## src/rtl/pipeline_pkg.sv

```systemverilog
// Shared definitions for the pipeline hazard controller: stage indices and FSM encoding.
package pipeline_pkg;

    localparam int unsigned STG_PC    = 0;
    localparam int unsigned STG_IFID  = 1;
    localparam int unsigned STG_IDEX  = 2;
    localparam int unsigned STG_EXMEM = 3;
    localparam int unsigned STG_MEMWB = 4;
    localparam int unsigned NUM_STG   = 5;
    localparam int unsigned ADDR_W    = 32;

    typedef enum logic [1:0] {
        ST_RUN        = 2'd0,
        ST_REDIR_WAIT = 2'd1,
        ST_EXC_WAIT   = 2'd2,
        ST_FLUSH      = 2'd3
    } hz_state_e;

endpackage

```

## src/rtl/pipeline_hazard_ctrl_stall_decode.sv

```systemverilog
// Priority stall rule: the oldest busy stage freezes itself and everything younger,
// and a bubble is injected into the register just downstream of it.
module hazard_stall_decode
    import pipeline_pkg::*;
(
    input  logic               if_busy_i,
    input  logic               load_use_i,
    input  logic               div_busy_i,
    input  logic               mem_busy_i,
    output logic [NUM_STG-1:0] we_c,
    output logic [NUM_STG-1:0] clr_c
);

    always_comb begin
        we_c  = 5'b11111;
        clr_c = 5'b00000;
        if (mem_busy_i) begin
            we_c  = 5'b00000;
            clr_c = 5'b10000;
        end else if (div_busy_i) begin
            we_c  = 5'b10000;
            clr_c = 5'b01000;
        end else if (load_use_i) begin
            we_c  = 5'b11000;
            clr_c = 5'b00100;
        end else if (if_busy_i) begin
            we_c  = 5'b11100;
            clr_c = 5'b00010;
        end
    end

endmodule

```

## src/rtl/pipeline_hazard_ctrl.sv

```systemverilog
// Stall/flush sequencer for the 5-stage pipeline: stall rule, pending redirects and
// exceptions held until fetch is idle, MEM bus timeout watch and a stall counter.
module pipeline_hazard_ctrl
    import pipeline_pkg::*;
#(
    parameter int unsigned FLUSH_CYCLES = 1,
    parameter int unsigned MEM_TIMEOUT  = 255,
    parameter int unsigned CNT_W        = 32
) (
    input  logic              clk,
    input  logic              rst_n,
    input  logic              if_busy,
    input  logic              load_use,
    input  logic              div_busy,
    input  logic              mem_busy,
    input  logic              redir_req,
    input  logic [ADDR_W-1:0] redir_pc,
    input  logic              exc_req,
    input  logic [ADDR_W-1:0] exc_pc,
    output logic [4:0]        reg_we,
    output logic [4:0]        reg_clr,
    output logic              pc_load,
    output logic [ADDR_W-1:0] pc_load_addr,
    output logic              bus_timeout,
    output logic [CNT_W-1:0]  stall_cnt
);

    localparam int unsigned FCW = (FLUSH_CYCLES > 1) ? $clog2(FLUSH_CYCLES) : 1;
    localparam int unsigned TOW = $clog2(MEM_TIMEOUT + 1);

    hz_state_e          state_q, state_d;
    logic [ADDR_W-1:0]  redir_lat_q, redir_lat_d;
    logic [ADDR_W-1:0]  exc_lat_q, exc_lat_d;
    logic [FCW-1:0]     flush_cnt_q, flush_cnt_d;
    logic [TOW-1:0]     tmo_q, tmo_d;
    logic [CNT_W-1:0]   stall_cnt_q, stall_cnt_d;
    logic [NUM_STG-1:0] stall_we_c, stall_clr_c;
    logic               flush_last_c;

    hazard_stall_decode u_stall_decode (
        .if_busy_i  (if_busy),
        .load_use_i (load_use),
        .div_busy_i (div_busy),
        .mem_busy_i (mem_busy),
        .we_c       (stall_we_c),
        .clr_c      (stall_clr_c)
    );

    assign flush_last_c = (32'(flush_cnt_q) == FLUSH_CYCLES - 32'd1);

    always_ff @(posedge clk or negedge rst_n) begin
        if (!rst_n) begin
            state_q     <= ST_RUN;
            redir_lat_q <= '0;
            exc_lat_q   <= '0;
            flush_cnt_q <= '0;
            tmo_q       <= '0;
            stall_cnt_q <= '0;
        end else begin
            state_q     <= state_d;
            redir_lat_q <= redir_lat_d;
            exc_lat_q   <= exc_lat_d;
            flush_cnt_q <= flush_cnt_d;
            tmo_q       <= tmo_d;
            stall_cnt_q <= stall_cnt_d;
        end
    end

    // Next state and per-register write/clear controls; exceptions override every state.
    always_comb begin
        state_d      = state_q;
        redir_lat_d  = redir_lat_q;
        exc_lat_d    = exc_lat_q;
        flush_cnt_d  = flush_cnt_q;
        reg_we       = stall_we_c;
        reg_clr      = stall_clr_c;
        pc_load      = 1'b0;
        pc_load_addr = '0;
        if (exc_req) begin
            reg_we[STG_PC] = 1'b0;
            reg_clr        = 5'b11110;
            exc_lat_d      = exc_pc;
            flush_cnt_d    = '0;
            state_d        = if_busy ? ST_EXC_WAIT : ST_FLUSH;
        end else begin
            unique case (state_q)
                ST_RUN: begin
                    if (redir_req) begin
                        if (stall_we_c[STG_PC]) begin
                            pc_load      = 1'b1;
                            pc_load_addr = redir_pc;
                        end else begin
                            redir_lat_d = redir_pc;
                            state_d     = ST_REDIR_WAIT;
                        end
                    end
                end
                ST_REDIR_WAIT: begin
                    if (redir_req) begin
                        redir_lat_d = redir_pc;
                    end
                    if (stall_we_c[STG_PC]) begin
                        pc_load      = 1'b1;
                        pc_load_addr = redir_req ? redir_pc : redir_lat_q;
                        state_d      = ST_RUN;
                    end
                end
                ST_EXC_WAIT: begin
                    reg_we  = 5'b00000;
                    reg_clr = 5'b01110;
                    if (!if_busy) begin
                        flush_cnt_d = '0;
                        state_d     = ST_FLUSH;
                    end
                end
                ST_FLUSH: begin
                    reg_we  = {stall_we_c[STG_MEMWB], 3'b111, (flush_cnt_q == '0)};
                    reg_clr = {stall_clr_c[STG_MEMWB], 3'b111, 1'b0};
                    if (flush_cnt_q == '0) begin
                        pc_load      = 1'b1;
                        pc_load_addr = exc_lat_q;
                    end
                    if (flush_last_c) begin
                        flush_cnt_d = '0;
                        state_d     = ST_RUN;
                    end else begin
                        flush_cnt_d = flush_cnt_q + FCW'(1);
                    end
                end
                default: state_d = ST_RUN;
            endcase
        end
    end

    // Consecutive mem_busy watchdog; the stall itself is left to the stall rule.
    always_comb begin
        bus_timeout = mem_busy && ((32'(tmo_q) + 32'd1) == MEM_TIMEOUT);
        tmo_d       = (!mem_busy || bus_timeout) ? '0 : tmo_q + TOW'(1);
    end

    assign stall_cnt_d = reg_we[STG_PC] ? stall_cnt_q : stall_cnt_q + CNT_W'(1);
    assign stall_cnt   = stall_cnt_q;

endmodule
```

## config.mk

```make
export PLATFORM = sky130hd
export DESIGN_NAME = pipeline_hazard_ctrl
export DESIGN_NICKNAME = d
export VERILOG_FILES = /design/src/rtl/pipeline_pkg.sv /design/src/rtl/pipeline_hazard_ctrl_stall_decode.sv /design/src/rtl/pipeline_hazard_ctrl.sv
export SDC_FILE = /design/constraint.sdc
export NUM_CORES = 1
export LEC_CHECK = 0
export CORE_MARGIN = 8
export CORE_UTILIZATION = 44
export DETAILED_ROUTE_END_ITERATION = 6
export PLACE_DENSITY = 0.85
export REMOVE_ABC_BUFFERS = 1
export SKIP_CTS_REPAIR_TIMING = 1
export SYNTH_ARGS = -nofsm -noshare
export SYNTH_HDL_FRONTEND = slang
export SYNTH_SLANG_ARGS = --single-unit
```

## constraint.sdc

```tcl
create_clock -name clk -period 1.65 [get_ports clk]
set_input_delay 0.33 -clock clk [delete_from_list [all_inputs] [get_ports clk]]
set_output_delay 0.33 -clock clk [all_outputs]
set_load 0.02 [all_outputs]
```

==> impl_metrics.json, run 1 <==
{
  "setup_ws_ns": -0.519,
  "synth_edf_count": 0,
  "clk_latency_ns": 0.36,
  "die_x_um": 125,
  "internal_power_mw": 5.46,
  "synthToLayoutAreaGrowth_pct": 59.8,
  "wirelength_um": 17000,
  "final_cell_count_no_fill": 855,
  "seq_area_mm2": 0.00266,
  "track_usage_pct": 18.8,
  "cts_tree": "built",
  "ys_seq_area_share_pct": 50.3,
  "numPlacedInstances": 816,
  "vdd_ir_drop_max_mv": 0.856,
  "yosysTopAreaCell": "dfrtp_1",
  "p_leak_nw": 4.25,
  "wl_per_cell_um": 19.9,
  "core-area_mm2": 0.0119,
  "die_height_um": 125,
  "fin_skew_ns": 0.00827,
  "antennaDiodeCount": 0,
  "r2r_slack_ns": -0.31,
  "status": "finished with violations",
  "ant_nets": 0,
  "dp_hpwl_um": 10800,
  "routabilityCongestion": 0.791,
  "avgSynthCellArea_um2": 10.6,
  "cts_sinks": 106,
  "finalMaxSlewViolations": 0,
  "synth-seq-cells": 106,
  "power_frac_comb_pct": 28.2,
  "setup_violations": 104,
  "drcViolationCount": 0,
  "io_pins": 148,
  "synth_cell_types": 44,
  "stdcell_area_mm2": 0.00843,
  "cts_buffer_depth": 2,
  "hold_slack_ns": -0.00624,
  "multi_input_area_mm2": 0.00299,
  "drt_first_pass_iters": 4,
  "grt_pass1_vias": 4798,
  "place_area_mm2": 0.00723,
  "antenna_found_initial": 0,
  "synth_cells": 499,
  "crit_path_start_kind": "flop",
  "grt_max_degree": 107,
  "syn_area_mm2": 0.00527,
  "p_sw_share_pct": 29.6,
  "max_clock_freq_ghz": 0.461,
  "hp-class": "in -> async",
  "hold_violations": 3,
  "ys_top_cells_by_count": "dfrtp_1 (106), nor2_1 (84), mux2_2 (63), a21oi_1 (35), a22oi_1 (31)",
  "maxCapViolations": 0,
  "grt_pass1_wl_um": 24100,
  "viasPerCell": 5.44,
  "worstSetupPathType": "reg -> out",
  "initial_core_util_pct": 44.5,
  "clkPwrFrac_pct": 29.2,
  "final_net_count": 778,
  "synth.most_common_cell": "dfrtp_1",
  "cts_buffers": 9,
  "end_kind": "output port",
  "ys.flop_type": "dfrtp_1",
  "cts-root-buf": "clkbuf_16",
  "gr-total-overflow": 0,
  "p_seq_share_pct": 42.6,
  "violations": "hold timing, setup timing",
  "fillers": 794,
  "p_sw_mw": 2.29,
  "synth_warnings": 0,
  "rows": 40,
  "layout-drive-gt1-share_pct": 41.8,
  "dieArea_mm2": 0.0157,
  "cts.clk_slew.worst_paths_ns": 0.08,
  "worst_pin_slew_ns": 0.605,
  "place_ws_ns": -1.08,
  "h-tree-depth": 3,
  "yosysTopAreaCellShare_pct": 50.3,
  "period_share_pct": 131,
  "period_needed_ns": 2.17,
  "arrival_ns": 1.84,
  "postSynth.asyncResetShare_pct": 100,
  "yosys-top-cells-area": "dfrtp_1 (50%), mux2_2 (13%), nor2_1 (6.0%)",
  "io_buffers": 146,
  "critPathRequiredTime_ns": 1.32,
  "final_util_pct": 71.1,
  "via_count": 4651,
  "power_density_mw_per_mm2": 920,
  "dr.first_iter.drc_count": 303,
  "slew_headroom_pct": 59.7,
  "grt_setup_unrepaired": "yes",
  "critPathMaxFanout": 3
}
==> metal layers <==
metal	GRT usage (%)	part of all wire, %	vias to the layer above
met4	5.16	1.7	0
met1	20.5	39	2351
met3	7.31	5.6	25
li1	-	-	2141
met5	0	0	-
met2	33.2	53	134
==> cell type report <==
| type | instances | area share, % |
|---|---|---|
| clock inverter | 6 | 0.861 |
| inverter | 12 | 0.534 |
| timing repair buffer | 222 | 26.6 |
| tap | 147 | 2.18 |
| sequential | 106 | 31.5 |
| multi-input combinational | 352 | 35.5 |
| clock buffer | 10 | 2.84 |
==> cell usage in the layout (no fill, tap or decap), types with 3 or more instances in the layout <==
cell type	netlist	routed
a21oi_1	35	26
a21oi_2	0	9
a22oi_1	31	17
a22oi_2	0	14
buf_12	0	8
buf_2	2	13
buf_4	4	71
buf_6	2	19
buf_8	0	3
clkbuf_16	0	14
clkbuf_2	0	4
clkdlybuf4s50_1	0	64
dfrtp_1	106	104
dlymetal6s2s_1	0	35
inv_1	12	10
mux2_2	63	35
mux2_4	0	29
nand2_1	30	24
nand2_2	0	6
nand3_1	13	9
nand3_2	0	4
nand4_1	7	7
nor2_1	84	69
nor2_2	0	9
nor2_4	0	6
nor3_2	5	3
nor3_4	2	12
nor4_4	1	3
xnor2_1	17	13
xnor2_2	0	4
xor2_1	20	20
==> per-stage QoR <==
| step | power (mW) | setup TNS, ns |
|---|---|---|
| floorplan | 4.14 | -43.95 |
| global placement | 5.02 | -73.09 |
| detailed placement | 5.11 | -76.85 |
| CTS | 7.38 | -58.98 |
| global route | 8.10 | -28.62 |
| finish | 7.75 | -20.44 |
==> flip-flops by register name (all words and copies together), names as in the netlist <==
name / flops
exc_lat_q: 32
redir_lat_q: 32
stall_cnt: 32
tmo_q: 8
state_q: 2
==> logic make-up (layout without fill, tap and decap cells) <==
logic type | count (synthesis) | after routing | share of synthesized area, %
and+or+nand+nor | 167 | 168 | 15.7
DFF | 106 | 106 | 50.3
AOI/OAI and AO/OA | 78 | 78 | 9.61
muxes | 65 | 65 | 13.9
buffers and inverters | 42 | 250 | 3.61
xor gates and xnor gates | 37 | 37 | 6.14
adders and majority gates | 3 | 3 | 0.712
other | 1 | 1 | 0.0711
==> power groups by stage <==
stage	Clock, mW	Combinational (mW)	Sequential [mW]
5_1_grt	2.42	2.33	3.35
3_3_place_gp	0	1.76	3.26
6_report	2.27	2.18	3.30
4_1_cts	2.31	1.83	3.24
2_1_floorplan	0	0.764	3.38
3_5_place_dp	0	1.82	3.29
==> worst max-delay path: stages, from the launching register on <==
cell     delay (ns)
dfrtp_1        0.38
buf_4          0.12
and4_1         0.24
nand4_1        0.16
xnor2_2        0.24
nand2_2        0.07
nor2_1         0.10
buf_4          0.16
==> final timing paths <==
check	startpoint	end	cells past startpoint
setup / recovery	tmo_q[0]	bus_timeout	7
hold / removal	rst_n	exc_lat_q[16]	2
setup reg to reg	state_q[0]	stall_cnt[22]	10
hold reg to reg	stall_cnt[31]	stall_cnt[31]	1
max in group asynchronous	rst_n	exc_lat_q[5]	2
min in group clk	if_busy	state_q[0]	3
Note: power is estimated with default switching activity, not from simulation.
==> run 2: changes to the inputs <==
--- a/config.mk
+++ b/config.mk
@@ -7,3 +7,2 @@
 export LEC_CHECK = 0
-export CORE_MARGIN = 8
 export CORE_UTILIZATION = 44
--- a/constraint.sdc
+++ b/constraint.sdc
@@ -3,2 +3,2 @@
 set_output_delay 0.33 -clock clk [all_outputs]
-set_load 0.02 [all_outputs]
+set_load 0.1 [all_outputs]
==> run 2 against run 1 <==
Against the previous run:
- the flow finishes with violations (DRC, setup timing)
- worst hold slack better by 0.30 ns
- cell count up 3.6%
- non-clock buffer count rose by 35
- critical path depth unchanged
- sequential share of layout area is 4.4 points lower
- clock skew grew 0.0038 ns
- die area down 21%
- combinational power up 71%
- worst setup slack lost 0.071 ns
==> impl_metrics.json, run 2 (same netlist as run 1, synthesis figures left out) <==
{
  "grt_pass1_wl_um": 24000,
  "fillers": 518,
  "numPlacedInstances": 833,
  "track_usage_pct": 24.8,
  "gr-total-overflow": 0,
  "grt_max_degree": 42,
  "hold_slack_ns": 0.292,
  "cts_buffers": 9,
  "rows": 39,
  "core-area_mm2": 0.0116,
  "drt_first_pass_iters": 7,
  "final_util_pct": 84.8,
  "grt_pass1_vias": 4893,
  "final_cell_mix": "dfrtp_1 (102), buf_12 (86), buf_4 (72)",
  "final_common_cell": "dfrtp_1",
  "violations": "DRC, setup timing",
  "cts.clk_slew.worst_paths_ns": 0.07,
  "setup_violations": 105,
  "critPathMaxStageDelay_ns": 0.36,
  "finalMaxSlewViolations": 0,
  "routabilityCongestion": 0.816,
  "final_net_count": 813,
  "final_cell_count_no_fill": 886,
  "critPathTopFamily": "buffers and inverters",
  "hold_violations": 0,
  "antennaDiodeCount": 0,
  "dp_hpwl_um": 10900,
  "worstSetupPathType": "reg -> out",
  "cts_sinks": 106,
  "cp_num_buf_inv": 4,
  "setup_ws_ns": -0.590,
  "grt_setup_unrepaired": "yes",
  "maxCapViolations": 0,
  "io_pins": 148,
  "setup_tns_ns": -31.23,
  "wl_per_cell_um": 22.8,
  "clk_latency_ns": 0.36,
  "cts-root-buf": "clkbuf_16",
  "h-tree-depth": 3,
  "critPathMaxFanout": 6,
  "p_leak_nw": 4.20,
  "initial_core_util_pct": 45.6,
  "antenna_found_initial": 0,
  "period_needed_ns": 2.24,
  "die_x_um": 111,
  "cts_buffer_depth": 2,
  "vdd_ir_drop_max_mv": 1.67,
  "period_share_pct": 136,
  "via_count": 5128,
  "critPathRequiredTime_ns": 1.32,
  "hp-class": "in -> reg",
  "layout-drive-gt1-share_pct": 57.3,
  "max_clock_freq_ghz": 0.446,
  "drcViolationCount": 18,
  "power_density_mw_per_mm2": 996,
  "ant_nets": 0,
  "dieArea_mm2": 0.0124,
  "cts_tree": "built",
  "arrival_ns": 1.91,
  "io_buffers": 146,
  "wirelength_um": 20200,
  "synthToLayoutAreaGrowth_pct": 85.9,
  "fin_skew_ns": 0.0121,
  "die_height_um": 111,
  "viasPerCell": 5.79,
  "cp_cell_sequence": "buf_4 > buf_4 > and2_4 > buf_12 > a21oi_1 > nor2_1 > buf_12",
  "crit_path_start_kind": "flop",
  "status": "finished with violations",
  "dr.first_iter.drc_count": 287,
  "slowest_stage": "dfrtp_1",
  "end_kind": "output port"
}
[run 2: cell types whose count changed in the layout (fill, tap and decap cells not counted), sizes merged]
cell	previous run	this run
inv	15	14
clkinvlp	0	1
dlygate4sd3	0	1
dlymetal6s2s	35	2
bufinv	1	4
clkbuf	19	16
clkinv	2	0
buf	114	183
[run 2: final timing paths]
| path | from | to | slack (ns) | cells past startpoint |
|---|---|---|---|---|
| max | state_q[0] | pc_load_addr[15] | -0.59 | 7 |
| max reg2reg | state_q[0] | stall_cnt[24] | -0.36 | 10 |
| min reg2reg | exc_lat_q[18] | exc_lat_q[18] | 0.51 | 1 |
| min in group asynchronous | rst_n | exc_lat_q[16] | 0.48 | 2 |
| min | if_busy | state_q[0] | 0.29 | 3 |
| max in group asynchronous | rst_n | exc_lat_q[31] | 0.58 | 3 |
[run 2: final cells by class]
| cell class | count | area [um^2] | area share, % |
|---|---|---|---|
| repair buffers | 257 | 3350 | 34.2 |
| multi-input cells | 352 | 3190 | 32.6 |
| flip-flops and latches | 106 | 2660 | 27.1 |
| clock buffers | 9 | 225 | 2.30 |
| well taps | 143 | 179 | 1.82 |
| clock inverters | 7 | 148 | 1.51 |
| inverters | 12 | 50.0 | 0.510 |
[run 2: tightest hold or removal path, delay by kind of cell]
family | cells | cell delay [ns]
buf+inv | 2 | 0.20
compound gates | 1 | 0.08
[run 2: layer usage]
layer / vias up / part of all wire, % / track usage, %
met3: 83 / 5.8 / 4.90
met2: 252 / 54 / 45.2
met4: 0 / 5.2 / 11.1
met1: 2579 / 35 / 28.1
met5: - / 0 / 0
li1: 2214 / - / -
[run 2: metrics by stage]
stage / cell area [um^2] / power [mW] / worst slack, ns
5_1_grt: 9810 / 10.0 / -0.637
6_report: 9810 / 9.76 / -0.590
3_3_place_gp: 8190 / 6.37 / -0.717
3_5_place_dp: 8190 / 6.48 / -0.775
4_1_cts: 8560 / 9.14 / -0.772
2_1_floorplan: 5130 / 5.02 / -1.84
[run 2: power breakdown]
part | switching, mW | internal (mW) | total, mW
Sequential | 0.345 | 3.01 | 3.35
Clock | 1.04 | 1.65 | 2.69
Combinational | 2.12 | 1.60 | 3.72
Total | 3.50 | 6.26 | 9.76
==> run 3: changes to the inputs <==
CORE_MARGIN = 2   (was not set)
==> run 3 against run 2 <==
Against the previous run:
- the flow still finishes with violations (DRC, setup timing)
- worst setup slack worse by 0.024 ns
- via count down 2.3%
- critical path type unchanged
- total power shrank 6.1%
- cell area decreased by 3.5%
==> impl_metrics.json, run 3 (same netlist as run 1, synthesis figures left out) <==
{
  "status": "finished with violations",
  "violations": "DRC, setup timing",
  "final_common_cell": "dfrtp_1",
  "rr_endpoint": "redir_lat_q[25]",
  "dr.first_iter.drc_count": 457,
  "ant_nets": 0,
  "worst_pin_slew_ns": 0.571,
  "power_frac_comb_pct": 38.5,
  "rows": 39,
  "grt_setup_unrepaired": "yes",
  "fillers": 582,
  "worstReg2RegStart": "state_q[1]",
  "cts-root-buf": "clkbuf_16",
  "grt_pass1_wl_um": 23700,
  "maxCapViolations": 0,
  "grt_max_degree": 107,
  "grt_use_met1_pct": 28.0,
  "final_util_pct": 81.8,
  "final_cell_count_no_fill": 864,
  "period_needed_ns": 2.26,
  "cts_buffer_depth": 2,
  "use_met2_pct": 40.6,
  "clkPwrFrac_pct": 25.4,
  "gr-total-overflow": 0,
  "worstSetupPathType": "reg -> out",
  "grt_pass1_vias": 4790,
  "internal_power_mw": 5.88,
  "numPlacedInstances": 816,
  "setup_tns_ns": -30.07,
  "die_x_um": 113,
  "core-area_mm2": 0.0116,
  "final_cell_mix": "dfrtp_1 (102), buf_12 (85), clkdlybuf4s50_1 (64)",
  "clk_latency_ns": 0.36,
  "p_leak_nw": 4.11,
  "power_density_mw_per_mm2": 969,
  "end_kind": "output port",
  "p_sw_mw": 3.29,
  "viasPerCell": 5.80,
  "place_area_mm2": 0.00804,
  "setup_violations": 91,
  "dp_hpwl_um": 10700,
  "dieArea_mm2": 0.0129,
  "via_count": 5010,
  "h-tree-depth": 3,
  "crit_path_start_kind": "flop",
  "slew_headroom_pct": 61.9,
  "r2r_slack_ns": -0.28,
  "layout-drive-gt1-share_pct": 51.0,
  "top_usage_layer": "met2",
  "stdcell_area_mm2": 0.00946,
  "cp-endpoint": "bus_timeout",
  "vdd_ir_drop_max_mv": 1.57,
  "io_buffers": 146,
  "routabilityCongestion": 0.831,
  "hp-class": "in -> async",
  "synthToLayoutAreaGrowth_pct": 79.4,
  "finalMaxSlewViolations": 0,
  "critPathRequiredTime_ns": 1.32,
  "cts.clk_slew.worst_paths_ns": 0.07,
  "reg2reg_depth": 9,
  "drcViolationCount": 1,
  "period_share_pct": 137,
  "grt.met3_usage_pct": 6.64,
  "hold_violations": 0,
  "cp-startpoint": "tmo_q[1]",
  "p_seq_share_pct": 36.1,
  "cts_sinks": 106,
  "setup_ws_ns": -0.614,
  "cts_tree": "built",
  "antennaDiodeCount": 0,
  "track_usage_pct": 23.3,
  "cts_buffers": 9,
  "final_net_count": 792,
  "antenna_found_initial": 0,
  "max_clock_freq_ghz": 0.442,
  "critPathMaxFanout": 3,
  "drt_first_pass_iters": 7,
  "die_height_um": 113,
  "p_sw_share_pct": 35.9,
  "arrival_ns": 1.93,
  "initial_core_util_pct": 45.6,
  "wirelength_um": 19100,
  "fin_skew_ns": 0.00395,
  "io_pins": 148,
  "wl_per_cell_um": 22.1
}
[run 3: critical path: stages, from the launching register on]
cell and delay, ns:
dfrtp_1 0.46, and4_4 0.27, nand4_1 0.16, xnor2_2 0.25
nand2_1 0.10, nor2_2 0.14, buf_12 0.19
[run 3: power groups by stage]
stage	combinational [mW]	clock, mW	sequential [mW]
floorplan	1.11	0	3.91
global placement	3.07	0	3.26
detailed placement	3.15	0	3.31
CTS	3.16	2.35	3.26
global route	3.68	2.45	3.35
finish	3.53	2.33	3.31
[run 3: worst min-delay path by stage]
stage	start	to	slack, ns	depth (start not counted)
2_1_floorplan	rst_n	exc_lat_q[0]	0.03	0
3_3_place_gp	rst_n	exc_lat_q[13]	0.44	2
3_5_place_dp	rst_n	exc_lat_q[11]	0.44	2
4_1_cts	rst_n	exc_lat_q[11]	0.06	2
5_1_grt	rst_n	redir_lat_q[11]	0.08	2
6_report	rst_n	exc_lat_q[11]	0.04	2
[run 3: per-layer routing]
layer	share of wire, %	vias up	wire length, um
met1	37	2510	6970
met5	0	-	0
met4	3.7	0	705
li1	-	2176	-
met2	53	258	10100
met3	7.0	66	1340
[run 3: stage by stage]
step                      setup WS (ns)  hold WS [ns]  power (mW)
after floorplan                   -1.84        0.0344        5.02
after global placement           -0.686         0.439        6.33
after detailed placement         -0.760         0.443        6.46
after CTS                        -0.765        0.0619        8.77
after global routing             -0.667        0.0801        9.47
final                            -0.614        0.0409        9.17
[run 3: layout make-up]
type,count,area (um^2),share of cell area (%)
Timing Repair Buffer,236,3220,34.0
Multi-Input combinational cell,352,3040,32.1
Sequential cell,106,2660,28.1
Clock buffer,10,239,2.53
Tap cell,143,179,1.89
Clock inverter,5,78.8,0.833
Inverter,12,47.5,0.502
